==> src/rtl/alu_pkg.sv <==
// Shared ALU constants: datapath width and the SUB opcode encoding.
package alu_pkg;

  localparam int WIDTH = 4;

  localparam logic OP_ADD = 1'b0;
  localparam logic OP_SUB = 1'b1;

endpackage

==> src/rtl/full_adder.sv <==
// One-bit full adder cell used to build the ripple-carry chain.
module full_adder (
  input  logic a,
  input  logic b,
  input  logic cin,
  output logic s,
  output logic cout
);

  logic p;

  assign p    = a ^ b;
  assign s    = p ^ cin;
  assign cout = (a & b) | (cin & p);

endmodule

==> src/rtl/adder_subtracter_4bit.sv <==
// Four-bit two's-complement adder/subtracter with a combinational result
// and a one-cycle registered copy plus zero and signed-overflow flags.
module adder_subtracter_4bit
  import alu_pkg::*;
(
  input  logic             clk,
  input  logic             rst_n,
  input  logic [WIDTH-1:0] a,
  input  logic [WIDTH-1:0] b,
  input  logic             SUB,
  output logic [WIDTH-1:0] s,
  output logic             carry,
  output logic [WIDTH-1:0] s_q,
  output logic             carry_q,
  output logic             zero_q,
  output logic             ovf_q
);

  logic [WIDTH-1:0] b_eff;
  logic [WIDTH:0]   c;
  logic             zero;
  logic             ovf;

  // Subtraction is a + ~b + 1: invert b and inject SUB as the carry-in.
  assign b_eff = b ^ {WIDTH{SUB}};
  assign c[0]  = SUB;

  for (genvar i = 0; i < WIDTH; i++) begin : g_ripple
    full_adder u_fa (
      .a    (a[i]),
      .b    (b_eff[i]),
      .cin  (c[i]),
      .s    (s[i]),
      .cout (c[i+1])
    );
  end

  // For subtraction carry reads as NOT borrow; overflow when the carries
  // into and out of the sign bit disagree.
  assign carry = c[WIDTH];
  assign ovf   = c[WIDTH-1] ^ c[WIDTH];
  assign zero  = (s == '0);

  // Stage boundary: registered result and flags for the flags register.
  always_ff @(posedge clk or negedge rst_n) begin
    if (!rst_n) begin
      s_q     <= '0;
      carry_q <= 1'b0;
      zero_q  <= 1'b0;
      ovf_q   <= 1'b0;
    end else begin
      s_q     <= s;
      carry_q <= carry;
      zero_q  <= zero;
      ovf_q   <= ovf;
    end
  end

endmodule

==> config.mk <==
export PLATFORM = sky130hd
export DESIGN_NAME = adder_subtracter_4bit
export DESIGN_NICKNAME = d
export VERILOG_FILES = /design/src/rtl/alu_pkg.sv /design/src/rtl/full_adder.sv /design/src/rtl/adder_subtracter_4bit.sv
export SDC_FILE = /design/constraint.sdc
export NUM_CORES = 1
export LEC_CHECK = 0
export CAP_MARGIN = 20
export CORE_AREA = 10 10 47 49
export CTS_CLUSTER_DIAMETER = 100
export DETAILED_ROUTE_END_ITERATION = 10
export DIE_AREA = 0 0 57 59
export PLACE_DENSITY = 0.74
export SKIP_CTS_REPAIR_TIMING = 1
export SLEW_MARGIN = 5
export SYNTH_ARGS = -nofsm -noshare
export SYNTH_HDL_FRONTEND = slang
export SYNTH_SLANG_ARGS = --single-unit
export TNS_END_PERCENT = 10
==> constraint.sdc <==
create_clock -name clk -period 3.52 [get_ports clk]
set_clock_uncertainty 0.1 [all_clocks]
set_input_delay 0.88 -clock clk [delete_from_list [all_inputs] [get_ports clk]]
set_output_delay 0.88 -clock clk [all_outputs]
set_load 0.02 [all_outputs]
## Word level (Yosys, flattened, before mapping)

Index checks and enable logic that the tools add are counted.

- Bits in registers: 7
- Bits of input ports: 11
- Logic and storage cells: 27

- Bitwise operators: 22
- Reduce and logical (&&, ||, !) cells: 1

Operator list:

| operator | count |
|---|---|
| $xor 1x1->1 | 9 |
| $and 1x1->1 | 8 |
| $logic_not 4->1 | 1 |
| $or 1x1->1 | 4 |
| $xor 4x4->4 | 1 |

## Logic depth before layout (Yosys ltp)

- Depth after elaboration: 11
- Depth in mapped cells: 7
- Mapped depth without buffers: 7

## By module

A second synthesis with hierarchy kept.

- Cells, all modules: 17
- Area total of the unflattened synthesis: 305.3 um^2

By module, submodules not included:

| module | instances | cells an instance | area each (um^2) | seq. area each (um^2) |
|---|---|---|---|---|
| adder_subtracter_4bit | 1 | 13 | 225.2 | 175.2 |
| full_adder | 4 | 1 | 20.0 | 0.0 |

## Least setup slack after synthesis

No wires, ideal clock.

- Path type: input to output
- From: input port b[0]
- To: output port s[3]
- Data arrival time: 2.519 ns
- Slack: 0.021 ns
- Stages on the path: 7
- Path buffers: 1
- Path through: mux2_2 -> fa_1 -> inv_1 -> fa_1 -> inv_1 -> fa_1 -> buf_4

- Longest elaborated chain between the ends: 9
- Elaborated cells between the ends (all ways): 10

Ends and longest elaborated chain:

| element | line | source |
|---|---|---|
| from (decl) | adder_subtracter_4bit.sv:9 | `input logic [WIDTH-1:0] b,` |
| $xor 4x4->4 (*) | adder_subtracter_4bit.sv:25 | `assign b_eff = b ^ {WIDTH{SUB}};` |
| $xor 1x1->1 | full_adder.sv:12 | `assign p = a ^ b;` |
| $and 1x1->1 | full_adder.sv:14 | `assign cout = (a & b) \| (cin & p);` |
| $or 1x1->1 (*) | full_adder.sv:14 |  |
| $and 1x1->1 (*) | full_adder.sv:14 |  |
| $or 1x1->1 (*) | full_adder.sv:14 |  |
| $and 1x1->1 (*) | full_adder.sv:14 |  |
| $or 1x1->1 (*) | full_adder.sv:14 |  |
| $xor 1x1->1 (*) | full_adder.sv:13 | `assign s = p ^ cin;` |
| to (decl) | adder_subtracter_4bit.sv:11 | `output logic [WIDTH-1:0] s,` |

Every way passes the cells marked *; elsewhere a longest branch is shown, timed or not.

## Worst setup path in the final report

Same ends and word-level chain as after synthesis.

==> reports/summary.txt <==
Worst hold margin = 787.8 ps
Failing checks = setup timing
Diode count = 0
Filler cells = 153
CP max-delay cell = fa_1
HP Class = in2async
Cell Rows = 14
Commonest cells in the netlist = dfrtp_1, buf_4, inv_1, fa_1, xor2_1
Worst-path cell chain = buf_6 -> mux2_4 -> fa_2 -> inv_2 -> fa_2 -> inv_2 -> fa_1 -> buf_6
Slew @ Worst Pin = 298.3 ps
Outcome = finished with violations
Hold Fails Final Rpt = 0
Clk buf depth = 2
Post-synth EDFFs = 0
Synth Cell Area = 347.8 µm²
Total track usage = 5.199%
Vias in the first global route = 327
Initial Utilization = 24.82%
Largest net degree at the start of global routing = 8
First-pass GRT wire length = 1.290 mm
Final Wtd Congestion = 0.6219
Sequential cell area fraction in the yosys report = 50.36%
Maxcap violations = 0
Synthesized flop and latch total = 7
Layout cell share with drive strength beyond 1 = 43.86%
Period utilization = 104.5%
Post-Syn Area per Cell = 13.91 µm²
Drc violations = 0
Synthesis Warnings = 0
Grt ovf = 0
Mapped Cells = 25
CTS buffer count = 3
Total Wirelength = 825 µm
Psw = 0.1070 mW
Clock group share of total power = 20.5%
Initial DRC Count = 1
Power Density = 498.2 nW/µm²
Maximum fanout along the worst path = 2
Max rail drop VDD = 0.1810 mV
Core area = 1401 µm²
Setup TNS Final = -211.6 ps
Post-DRT Antenna Nets = 0
Ranking of synthesized cells by area = dfrtp_1, fa_1, buf_4
Fraction of registers with async set/reset = 100.0%
Mapped Nets = 39
Final setup viols = 2
Max-slew headroom = 80.05%
WS Path Type = in2out
Clock-pin slew on the worst setup and hold paths = 50 ps
Seq pwr share = 29.8%
Arrival time at the worst endpoint = 2700 ps
Die height = 59 µm
Nets = 72
Worst Path Required = 2540 ps
Top-count cell post-synth = dfrtp_1
Die area = 3363 µm²
Post-Place Setup Slack = -1034 ps
Launch point of the worst path = b[0]
Net Sw Frac = 31.84%
Part of the power in combinational logic = 49.7%
CTS tree = yes
Fmax = 0.2719 GHz
Final Worst Setup Slack = -158.4 ps
Routed len/inst = 11.30 µm
Slew Viols, Final = 0
Htree depth = 1
I/O pin total = 23
Die width = 57 µm
Leading area contributor after synthesis = dfrtp_1
Main flop type after synthesis = dfrtp_1
PortBufs = 22
First drt pass iteration count = 2
Count of cell types in the netlist = 8
Worst setup SP type = input pin
Area growth syn-to-layout = 93.88%
Via count = 277
Worst setup EP type = primary output
Pleak = 0.3241 nW
P_int = 0.2290 mW
Crit path capture = s[3]
Min cycle time layout = 3678 ps
Unrepaired setup endpoints after global routing = yes
CTS root buffer = clkbuf_4
Via density = 3.795
Slowest Stage Delay on Critical Path = 570 ps
CTS sink cnt = 7
Top-area cell type share of the netlist area = 50.36%
Initial antenna violation count = 0
[registers in the layout, summed over array words and instances, names as in the netlist]
signal   count
s_q          4
carry_q      1
ovf_q        1
zero_q       1
[how the worst min path moves through the flow]
stage	slack (ps)	end	startpoint	cells past startpoint
6_report	790	s_q[2]	rst_n	1
3_3_place_gp	1040	s_q[3]	rst_n	1
4_1_cts	790	s_q[2]	rst_n	1
2_1_floorplan	480	carry_q	rst_n	0
5_1_grt	790	carry_q	rst_n	1
3_5_place_dp	1050	carry_q	rst_n	1
[layer usage]
layer	vias to the layer above	GRT usage, %	wire (µm)
li1	134	-	-
met1	124	3.550	259
met2	17	8.527	427
met3	2	3.004	109
met4	0	7.047	29
met5	-	0	0
[cell usage in the layout (no fill, tap or decap), types with 2 or more instances in the layout]
cell,Yosys,final
fa_2,0,2
dfrtp_1,7,7
xor2_1,3,2
inv_1,4,2
buf_4,4,10
clkdlybuf4s50_1,0,15
inv_2,0,2
xnor2_1,2,2
buf_6,0,3
dlymetal6s2s_1,0,2
clkbuf_4,0,3
[power by group through the flow]
| stage | Clock, mW | Sequential [mW] | Combinational, mW |
|---|---|---|---|
| 2_1_floorplan | 0 | 0.124 | 0.0592 |
| 5_1_grt | 0.0769 | 0.103 | 0.179 |
| 6_report | 0.0688 | 0.100 | 0.167 |
| 4_1_cts | 0.0734 | 0.100 | 0.166 |
| 3_5_place_dp | 0 | 0.102 | 0.165 |
| 3_3_place_gp | 0 | 0.101 | 0.162 |
[through the flow]
stage / total power [mW] / cells / util [%] / cell area [µm²]
floorplan: 0.1831 / 25 / - / 347.8
global placement: 0.2635 / 68 / 44.64 / 625.6
detailed placement: 0.2666 / 68 / 44.64 / 625.6
CTS: 0.3394 / 72 / 46.52 / 651.9
global route: 0.3586 / 73 / 48.13 / 674.4
finish: 0.3360 / 73 / 48.13 / 674.4
[kinds of logic (layout without fill, tap and decap cells)]
kind of cell,Yosys count,after routing,share of synthesized area (%)
buffers and inverters,8,40,12.95
DFF,7,7,50.36
xor gates and xnor gates,5,5,12.59
adders and majority gates,3,3,17.27
muxes,1,1,3.237
and+or+nand+nor,1,1,3.597
[worst max-delay path, delay by kind of cell]
family | cells | cell delay [ps]
adders and majority gates | 3 | 1170
buffers and inverters | 4 | 350
muxes | 1 | 300
[area by class of cell]
cell class | instances | area [µm²] | share of cell area [%]
multi-input cells | 10 | 143.9 | 21.34
well taps | 16 | 20.02 | 2.968
inverters | 4 | 15.01 | 2.226
flip-flops and latches | 7 | 175.2 | 25.97
clock buffers | 4 | 26.28 | 3.896
repair buffers | 32 | 294.0 | 43.60
No activity file was read; power rests on OpenSTA's default activity.
